<file path="src/rtl/instr_fetch.sv">
// Instruction fetch: owns the PC, captures combinational imem data into a
// 2-entry buffer and hands instructions to decode over valid/ready.
module instr_fetch #(
  parameter int          ADDR_W   = 7,
  parameter logic [31:0] RESET_PC = 32'h0000_0000
) (
  input  logic              clk,
  input  logic              rst,
  input  logic              fetch_en,
  output logic [ADDR_W-1:0] imem_addr,
  input  logic [31:0]       imem_instr,
  input  logic              redirect_valid,
  input  logic [31:0]       redirect_pc,
  output logic              if_valid,
  input  logic              if_ready,
  output logic [31:0]       if_instr,
  output logic [31:0]       if_pc
);

  // Handshake: decode takes the head on any rising edge where if_valid and
  // if_ready are both high; the head is stable while if_valid & ~if_ready.

  localparam logic [31:0] NOP      = 32'h0000_0013;
  localparam logic [31:0] PC_START = {RESET_PC[31:2], 2'b00};
  localparam logic [1:0]  FULL     = 2'd2;

  logic [31:0] pc;
  logic [31:0] buf_pc    [2];
  logic [31:0] buf_instr [2];
  logic [1:0]  count;
  logic        rd_ptr;
  logic        wr_ptr;
  logic        pop;
  logic        push;

  assign imem_addr = pc[ADDR_W+1:2];
  assign if_valid  = (count != 2'd0);
  assign if_instr  = if_valid ? buf_instr[rd_ptr] : NOP;
  assign if_pc     = if_valid ? buf_pc[rd_ptr]    : 32'h0;

  assign pop  = if_valid & if_ready;
  // A full buffer may still accept a new word when the head leaves this cycle.
  assign push = fetch_en & ~redirect_valid & ((count != FULL) | pop);

  always_ff @(posedge clk or posedge rst) begin
    if (rst) begin
      pc     <= PC_START;
      count  <= 2'd0;
      rd_ptr <= 1'b0;
      wr_ptr <= 1'b0;
      for (int i = 0; i < 2; i++) begin
        buf_pc[i]    <= 32'h0;
        buf_instr[i] <= NOP;
      end
    end else if (redirect_valid) begin
      // Flush wins over everything, including a pop decode sees this cycle.
      pc     <= {redirect_pc[31:2], 2'b00};
      count  <= 2'd0;
      rd_ptr <= 1'b0;
      wr_ptr <= 1'b0;
    end else begin
      if (push) begin
        buf_pc[wr_ptr]    <= pc;
        buf_instr[wr_ptr] <= imem_instr;
        wr_ptr            <= ~wr_ptr;
        pc                <= pc + 32'd4;
      end
      if (pop) begin
        rd_ptr <= ~rd_ptr;
      end
      case ({push, pop})
        2'b10:   count <= count + 2'd1;
        2'b01:   count <= count - 2'd1;
        default: count <= count;
      endcase
    end
  end

endmodule

</file>
<file path="config.mk">
export PLATFORM = sky130hd
export DESIGN_NAME = instr_fetch
export DESIGN_NICKNAME = d
export VERILOG_FILES = /design/src/rtl/instr_fetch.sv
export SDC_FILE = /design/constraint.sdc
export NUM_CORES = 1
export LEC_CHECK = 0
export CORE_MARGIN = 4
export CORE_UTILIZATION = 50
export CTS_CLUSTER_DIAMETER = 50
export DETAILED_ROUTE_END_ITERATION = 6
export PLACE_DENSITY = 0.74
export SETUP_SLACK_MARGIN = 0.15
export SKIP_CTS_REPAIR_TIMING = 1
export SYNTH_ARGS = -nofsm -noshare
export SYNTH_HDL_FRONTEND = slang
export SYNTH_SLANG_ARGS = --single-unit
</file>
<file path="constraint.sdc">
create_clock -name clk -period 5.7 [get_ports clk]
set_input_delay 0.855 -clock clk [delete_from_list [all_inputs] [get_ports clk]]
set_output_delay 0.855 -clock clk [all_outputs]
set_load 0.02 [all_outputs]
</file>
==> flow_summary.toml, run 1 <==
[cts]
clkLatencyLatePin_ns = 0.42
cts_buffer_depth = 2
clk_pin_slew_ns = 0.06
cts_made_buffers = 17
cts.sinks = 158
cts_tree = "yes"
cts-root-buf = "clkbuf_16"
h-tree-depth = 4

[sta]
worst_pin_slew_ns = 1.17
hold_violations = 0
setup-tns-final_ns = 0
whs_ns = 0.487
period_needed_ns = 3.67
max_slew_margin_pct = 21.9
drv_slew = 0
rsz0062_at_grt = "no"
timing.final.crit_share_pct = 64.5
clock_skew_ns = 0.00986
fmax_ghz = 0.272
finalSetupViolations = 0

[power]
power.density_nw_per_um2 = 369
vdd_drop_max_mv = 0.212
finalPower_mw = 3.56
internal_power_mw = 2.60
p_sw_share_pct = 27.0
clkPwrFrac_pct = 33.0
pwr-share-comb_pct = 22.4
seqPwrFrac_pct = 44.6
leakagePower_nw = 3.81
p_switching_mw = 0.962

[global_route]
grt_pass1_vias = 5722
grt_usage_pct = 20.2
antenna_found_initial = 0
grt_pass1_wl_mm = 28.5
overflow = 0
grt_max_degree = 114

[synthesis]
synth_area_um2 = 7640
synth-main-ff-cell = "dfrtp_1"
syn_avg_cell_area_um2 = 11.7
synth_seq_cells = 158
ys_seq_area_share_pct = 51.8
synth.top_cell.area_share_pct = 49.8
synth_cell_type_count = 42
yosys.area.top_type = "dfrtp_1"
netlist_instances = 653
synth_warnings = 0
synth_enable_flop_cells = 0
synth_async_sr_flop_share_pct = 100
synthTopCellsByArea = "dfrtp_1 50%, mux2_2 18%, mux2i_1 8.4%"

[worst_setup_path]
end_kind = "output port"
timing.critical_path.to = "if_pc[11]"
required_ns = 4.85
startpoint = "count[0]"
r2r-start = "count[0]"
r2r_cells = 4
critPathArrivalTime_ns = 2.82
reg2reg_to = "buf_instr[23]"
cp_max_fo = 40
critPathKind = "reg2out"
rrSetupSlack_ns = 3.12
startpoint_type = "register"

[drt]
wirelength_mm = 17.1
drc_errors = 0
drtAntennaViolNets = 0
first_pass_iters = 5
drtIter0Drc = 294
wl_per_cell_um = 17.8
num_vias = 5373
viasPerCell = 5.61

[run]
max_cap_violations = 0

[layout]
layout.nets = 831
final_cell_area_um2 = 9660
antennaDiodeCount = 0
syn_to_final_growth_pct = 26.3
layout-drive-gt1-share_pct = 22.5
final_cell_mix = "151 x dfrtp_1, 136 x clkdlybuf4s50_1, 123 x mux2_2"
final_common_cell = "dfrtp_1"

[floorplan]
die_w_um = 132
row_count = 44
core-area_um2 = 14800
start_util_pct = 51.8
dieArea_um2 = 17300
dieHeight_um = 132
ios = 141

[place]
dpl-instance-area_um2 = 9040
numPortBuffers = 136
hpwl_mm = 11.1
gp_congestion = 0.799

[hold_path]
hold_path_class = "reg2reg"
worstHoldStart = "buf_pc[16]"

[run_status]
status = "completed"
-- through the flow --
| stage | utilization, % | setup WS, ns | instances |
|---|---|---|---|
| after floorplan | - | 0.592 | 654 |
| after global placement | 61.3 | 2.26 | 926 |
| after detailed placement | 61.3 | 2.20 | 926 |
| after CTS | 65.5 | 1.94 | 958 |
| after global routing | 65.5 | 1.85 | 958 |
| final | 65.5 | 2.03 | 958 |
-- critical path: stages (launching register included) --
cell	delay [ns]
dfrtp_1	0.47
nor2_4	0.81
buf_4	0.41
nor2_1	0.12
clkdlybuf4s50_1	0.55
-- final cells by class --
class | count | area (µm²)
Fill cell | 1117 | 5100
Sequential cell | 158 | 3970
Multi-Input combinational cell | 436 | 3410
Timing Repair Buffer | 143 | 1410
Clock buffer | 20 | 447
Tap cell | 184 | 230
Clock inverter | 12 | 169
Inverter | 5 | 23.8
-- worst min path at each step --
stage / endpoint / slack [ns] / depth (start not counted)
final: buf_pc[16] / 0.49 / 2
after global routing: buf_pc[57] / 0.51 / 1
after CTS: buf_pc[16] / 0.49 / 2
after detailed placement: buf_pc[16] / 0.47 / 2
after global placement: buf_pc[16] / 0.47 / 2
after floorplan: buf_pc[16] / 0.45 / 2
-- flip-flops by register name (all words and copies together) (netlist names) --
register and count:
buf_pc 60, rd_ptr 1, buf_instr 64, count 2, pc 30, wr_ptr 1
-- metal layers --
layer,vias up,global-route usage (%),part of all wire [%]
met3,25,4.97,4.2
met5,-,0,0
li1,2561,-,-
met2,118,33.9,50
met4,0,7.18,2.0
met1,2669,25.5,44
-- cells in the mapped netlist (4+ instances only) --
| cell | n |
|---|---|
| dfrtp_1 | 152 |
| mux2_2 | 123 |
| nor2_1 | 81 |
| mux2i_1 | 64 |
| nand2_1 | 26 |
| clkbuf_1 | 25 |
| or4_1 | 19 |
| a31oi_1 | 17 |
| buf_4 | 16 |
| nand3_1 | 16 |
| o21ai_0 | 15 |
| o31ai_1 | 15 |
| nand4_1 | 12 |
| buf_2 | 11 |
| xor2_1 | 8 |
| dfstp_2 | 6 |
| and3_1 | 5 |
| inv_1 | 4 |
| nor4_1 | 4 |
| xnor2_1 | 4 |
-- power by group through the flow --
| stage | clock [mW] | sequential, mW | combinational, mW |
|---|---|---|---|
| after floorplan | 0 | 1.53 | 0.574 |
| final | 1.18 | 1.59 | 0.796 |
| after global routing | 1.25 | 1.63 | 0.869 |
| after detailed placement | 0 | 1.61 | 0.804 |
| after CTS | 1.19 | 1.59 | 0.809 |
| after global placement | 0 | 1.59 | 0.780 |
-- logic make-up after synthesis --
logic type,count (synthesis),synth area share [%]
AOI/OAI and AO/OA,53,4.44
xor gates and xnor gates,12,1.37
adders and majority gates,1,0.164
buffers and inverters,60,3.93
DFF,158,51.8
muxes,187,26.5
other,1,0.0491
and+or+nand+nor,181,11.7
Power figures use the tool's default switching activity.
==> inputs of run 2 (changes only) <==
--- a/config.mk
+++ b/config.mk
@@ -6,7 +6,7 @@
 export NUM_CORES = 1
 export LEC_CHECK = 0
 export CORE_MARGIN = 4
-export CORE_UTILIZATION = 50
+export CORE_UTILIZATION = 48
 export CTS_CLUSTER_DIAMETER = 50
 export DETAILED_ROUTE_END_ITERATION = 6
 export PLACE_DENSITY = 0.74
==> constraint.sdc (replaced) <==
create_clock -name clk -period 3.02 [get_ports clk]
set_input_delay 0.453 -clock clk [delete_from_list [all_inputs] [get_ports clk]]
set_output_delay 0.453 -clock clk [all_outputs]
set_load 0.02 [all_outputs]
==> run 2 against run 1 <==
Effect of this change: sequential cell count unchanged; critical path depth is the same; die area up 3.9%; non-clock buffer count up 11; register-to-register slack worse by 2.2 ns; final cell count rose by 3.9%.
==> flow_summary.toml, run 2 (synthesis results as in run 1) <==
[global_route]
antenna_found_initial = 0
grt_pass1_wl_mm = 29.3
grt_usage_pct = 20.5
overflow = 0
grt_max_degree = 105
grt_pass1_vias = 5724

[cts]
cts-root-buf = "clkbuf_16"
h-tree-depth = 4
clkLatencyLatePin_ns = 0.42
clk_pin_slew_ns = 0.06
cts_buffer_depth = 2
cts_tree = "yes"
cts.sinks = 158
cts_made_buffers = 17

[sta]
setup-tns-final_ns = 0
rsz0062_at_grt = "no"
drv_slew = 0
period_needed_ns = 2.73
worst_pin_slew_ns = 0.664
clock_skew_ns = 0.00866
max_slew_margin_pct = 55.7
finalSetupViolations = 0
hold_violations = 0
timing.final.crit_share_pct = 90.5
fmax_ghz = 0.366

[layout]
syn_to_final_growth_pct = 29.4
final_cell_mix = "151 x dfrtp_1, 136 x clkdlybuf4s50_1, 123 x mux2_2"
final_common_cell = "dfrtp_1"
final_cell_area_um2 = 9890
fin_cells = 995
regMostFlops = "buf_instr"
top_regs = "buf_instr x64, buf_pc x60, pc x30"
layout.nets = 842
n_fill_cell = 1183
layout-drive-gt1-share_pct = 23.6
largest_reg_flops = 64
antennaDiodeCount = 0

[drt]
drtAntennaViolNets = 0
wl_per_cell_um = 18.2
first_pass_iters = 4
drtIter0Drc = 280
drc_errors = 0
viasPerCell = 5.53
wirelength_mm = 18.1
num_vias = 5499

[floorplan]
dieArea_um2 = 18000
core-area_um2 = 15400
ios = 141
die_w_um = 134
start_util_pct = 49.6
row_count = 45
dieHeight_um = 134

[power]
leakagePower_nw = 3.90
vdd_drop_max_mv = 0.370
finalPower_mw = 6.97
power.density_nw_per_um2 = 705

[worst_setup_path]
cp_max_fo = 17
required_ns = 2.57
startpoint_type = "register"
critPathArrivalTime_ns = 2.28
end_kind = "output port"
critPathKind = "reg2out"

[place]
dp.cells = 963
gp_congestion = 0.798
numPortBuffers = 136
dpl-instance-area_um2 = 9200
hpwl_mm = 11.8

[run_status]
status = "completed"

[run]
max_cap_violations = 0

[hold_path]
hold_path_class = "reg2reg"
run 2: cell types whose count changed in the layout (fill, tap and decap cells not counted):
cell,change
buf_4,+6
buf_12,+5
clkinv_2,-3
bufinv_16,+2
clkinvlp_4,+2
clkbuf_1,-1
clkbuf_8,+1
clkinv_4,-1
inv_6,-1
run 2: final cells by class:
class | count | area [µm²] | share of cell area (%)
well taps | 211 | 264 | 2.67
inverters | 5 | 22.5 | 0.228
repair buffers | 154 | 1560 | 15.8
clock buffers | 20 | 457 | 4.62
flip-flops and latches | 158 | 3970 | 40.1
clock inverters | 11 | 213 | 2.15
multi-input cells | 436 | 3410 | 34.5
run 2: path summary, 6_finish.rpt:
path / startpoint / endpoint / slack, ns / depth (start not counted)
min in group asynchronous: rst / buf_pc[54] / 0.57 / 3
max in group asynchronous: rst / buf_instr[53] / 1.93 / 3
worst max register to register: count[0] / buf_instr[18] / 0.90 / 4
worst min-delay path: buf_pc[45] / buf_pc[45] / 0.50 / 1
worst min register to register: buf_pc[45] / buf_pc[45] / 0.50 / 1
worst max-delay path: rd_ptr / if_pc[27] / 0.29 / 4
run 2: through the flow:
stage / hold slack [ns] / util (%) / worst slack [ns]
after global routing: 0.516 / 64.1 / 0.186
after CTS: 0.507 / 64.0 / 0.0531
after detailed placement: 0.488 / 59.6 / 0.370
after floorplan: 0.450 / - / 0.571
after global placement: 0.467 / 59.6 / 0.404
final: 0.505 / 64.1 / 0.288
run 2: critical path, stage by stage, from the launching register on:
cell,delay [ns]
dfrtp_4,0.69
buf_4,0.29
mux2i_1,0.26
nor2_1,0.06
clkdlybuf4s50_1,0.54
run 2: report_power, final:
| part | internal, mW | switching [mW] |
|---|---|---|
| Combinational | 0.873 | 0.692 |
| Sequential | 2.66 | 0.329 |
| Clock | 1.59 | 0.832 |
| Total | 5.11 | 1.85 |
run 2: metal layers:
metal / up-vias / routed length (µm) / track usage (%)
li1: 2568 / - / -
met1: 2772 / 7790 / 26.6
met2: 133 / 9240 / 34.7
met3: 26 / 717 / 3.64
met4: 0 / 311 / 7.41
met5: - / 0 / 0
==> inputs of run 3 (changes only) <==
--- a/config.mk
+++ b/config.mk
@@ -6,7 +6,7 @@
 export NUM_CORES = 1
 export LEC_CHECK = 0
 export CORE_MARGIN = 4
-export CORE_UTILIZATION = 48
+export CORE_UTILIZATION = 50
 export CTS_CLUSTER_DIAMETER = 50
 export DETAILED_ROUTE_END_ITERATION = 6
 export PLACE_DENSITY = 0.74
==> constraint.sdc (replaced) <==
create_clock -name clk -period 2.8 [get_ports clk]
set_input_delay 0.42 -clock clk [delete_from_list [all_inputs] [get_ports clk]]
set_output_delay 0.42 -clock clk [all_outputs]
set_load 0.02 [all_outputs]
==> run 3 against run 2 <==
Effect of this change: sequential cell count stayed put; critical path depth unchanged; cell area decreased by 0.57%; final cell count fell by 2.4%; clock power down 8%; total power rose by 2.4%; die area shrank 3.8%; sequential share of layout area grew 0.23 points; worst hold slack got worse by 0.036 ns; setup slack worse by 0.0066 ns; largest cell class unchanged; largest power group unchanged.
==> flow_summary.toml, run 3 (synthesis results as in run 1) <==
[layout]
n_fill_cell = 1118
largest_reg_flops = 64
layout-drive-gt1-share_pct = 23.9
antennaDiodeCount = 0
top_regs = "buf_instr x64, buf_pc x60, pc x30"
final_cell_mix = "151 x dfrtp_1, 136 x clkdlybuf4s50_1, 123 x mux2_2"
regMostFlops = "buf_instr"
seqCellArea_um2 = 3970
fin_util_pct = 66.6
syn_to_final_growth_pct = 28.6
final_common_cell = "dfrtp_1"
layout.nets = 845
multi_input_area_um2 = 3410

[floorplan]
die_w_um = 132
start_util_pct = 51.8
dieHeight_um = 132
ios = 141
dieArea_um2 = 17300
row_count = 44
core-area_um2 = 14800

[place]
numPortBuffers = 136
gp_congestion = 0.771
hpwl_mm = 11.8

[drt]
drtIter0Drc = 318
wl_met2_mm = 8.85
first_pass_iters = 4
drt-met1-wl_mm = 7.47
num_vias = 5496
dr_wl_met3_um = 698
wl_per_cell_um = 17.9
drtAntennaViolNets = 0
drc_errors = 0
routed.top_layer = "met4"
viasPerCell = 5.66
wirelength_mm = 17.4

[power]
leakagePower_nw = 3.89
power.density_nw_per_um2 = 725
vdd_drop_max_mv = 0.437

[sta]
max_slew_margin_pct = 59.0
clock_skew_ns = 0.00778
timing.final.crit_share_pct = 90.0
finalSetupViolations = 0
period_needed_ns = 2.52
worst_pin_slew_ns = 0.613
hold_violations = 0
fmax_ghz = 0.397
rsz0062_at_grt = "no"
drv_slew = 0
setup-tns-final_ns = 0

[worst_setup_path]
critPathKind = "reg2out"
cp_max_fo = 27
required_ns = 2.38
end_kind = "output port"
critPathArrivalTime_ns = 2.10
r2r_cells = 5
startpoint_type = "register"

[cts]
cts-root-buf = "clkbuf_16"
h-tree-depth = 4
cts_buffer_depth = 2
cts_made_buffers = 17
clkLatencyLatePin_ns = 0.42
cts_tree = "yes"
clk_pin_slew_ns = 0.06
cts.sinks = 158

[hold_path]
hold_path_class = "in2async"

[global_route]
overflow = 0
grt_pass1_wl_mm = 28.7
grt_usage_pct = 20.5
grt_pass1_vias = 5916
grt_max_degree = 96
antenna_found_initial = 0

[run_status]
status = "completed"

[run]
max_cap_violations = 0
## run 3: cell count changes in the layout (fill, tap and decap cells not counted), sizes merged
| cell | before | now |
|---|---|---|
| clkinv | 3 | 8 |
| bufinv | 6 | 2 |
| buf | 18 | 21 |
| clkinvlp | 4 | 3 |
## run 3: metrics by stage
stage / cell area, µm² / power [mW] / hold slack, ns / std cells / setup slack [ns]
2_1_floorplan: 7650 / 4.29 / 0.450 / 654 / 0.384
3_3_place_gp: 9240 / 4.85 / 0.465 / 939 / 0.313
3_5_place_dp: 9240 / 4.95 / 0.494 / 939 / 0.262
4_1_cts: 9810 / 7.20 / 0.487 / 970 / 0.0606
5_1_grt: 9830 / 7.50 / 0.513 / 971 / 0.214
6_report: 9830 / 7.13 / 0.469 / 971 / 0.281
## run 3: critical path, cell delays in order (launching register included)
cell	delay [ns]
dfrtp_4	0.53
buf_12	0.20
mux2i_1	0.15
nor2_1	0.16
clkdlybuf4s50_1	0.63
## run 3: where the power goes
group	leakage [nW]	total (mW)	switching, mW	internal [mW]
registers	1.86	3.20	0.335	2.86
clock network	0.281	2.23	0.883	1.35
logic	1.75	1.70	0.752	0.953
## run 3: final timing paths
check	start	to	slack, ns
min in group clk	buf_pc[42]	buf_pc[42]	0.50
worst max register to register	pc[2]	pc[24]	0.58
worst max-delay path	rd_ptr	if_instr[9]	0.28
worst min-delay path	rst	buf_pc[54]	0.47
max in group asynchronous	rst	rd_ptr	1.86
worst min register to register	buf_pc[42]	buf_pc[42]	0.50
## run 3: cell type report
cell class / instances / area share, %
Timing Repair Buffer: 157 / 16.6
Sequential cell: 158 / 40.3
Multi-Input combinational cell: 436 / 34.7
Tap cell: 184 / 2.34
Clock buffer: 20 / 4.64
Clock inverter: 11 / 1.20
Inverter: 5 / 0.229
## run 3: layer usage
layer / track usage, % / up-vias
li1: - / 2571
met1: 25.1 / 2763
met2: 35.1 / 134
met3: 5.24 / 28
met4: 7.47 / 0
met5: 0 / -
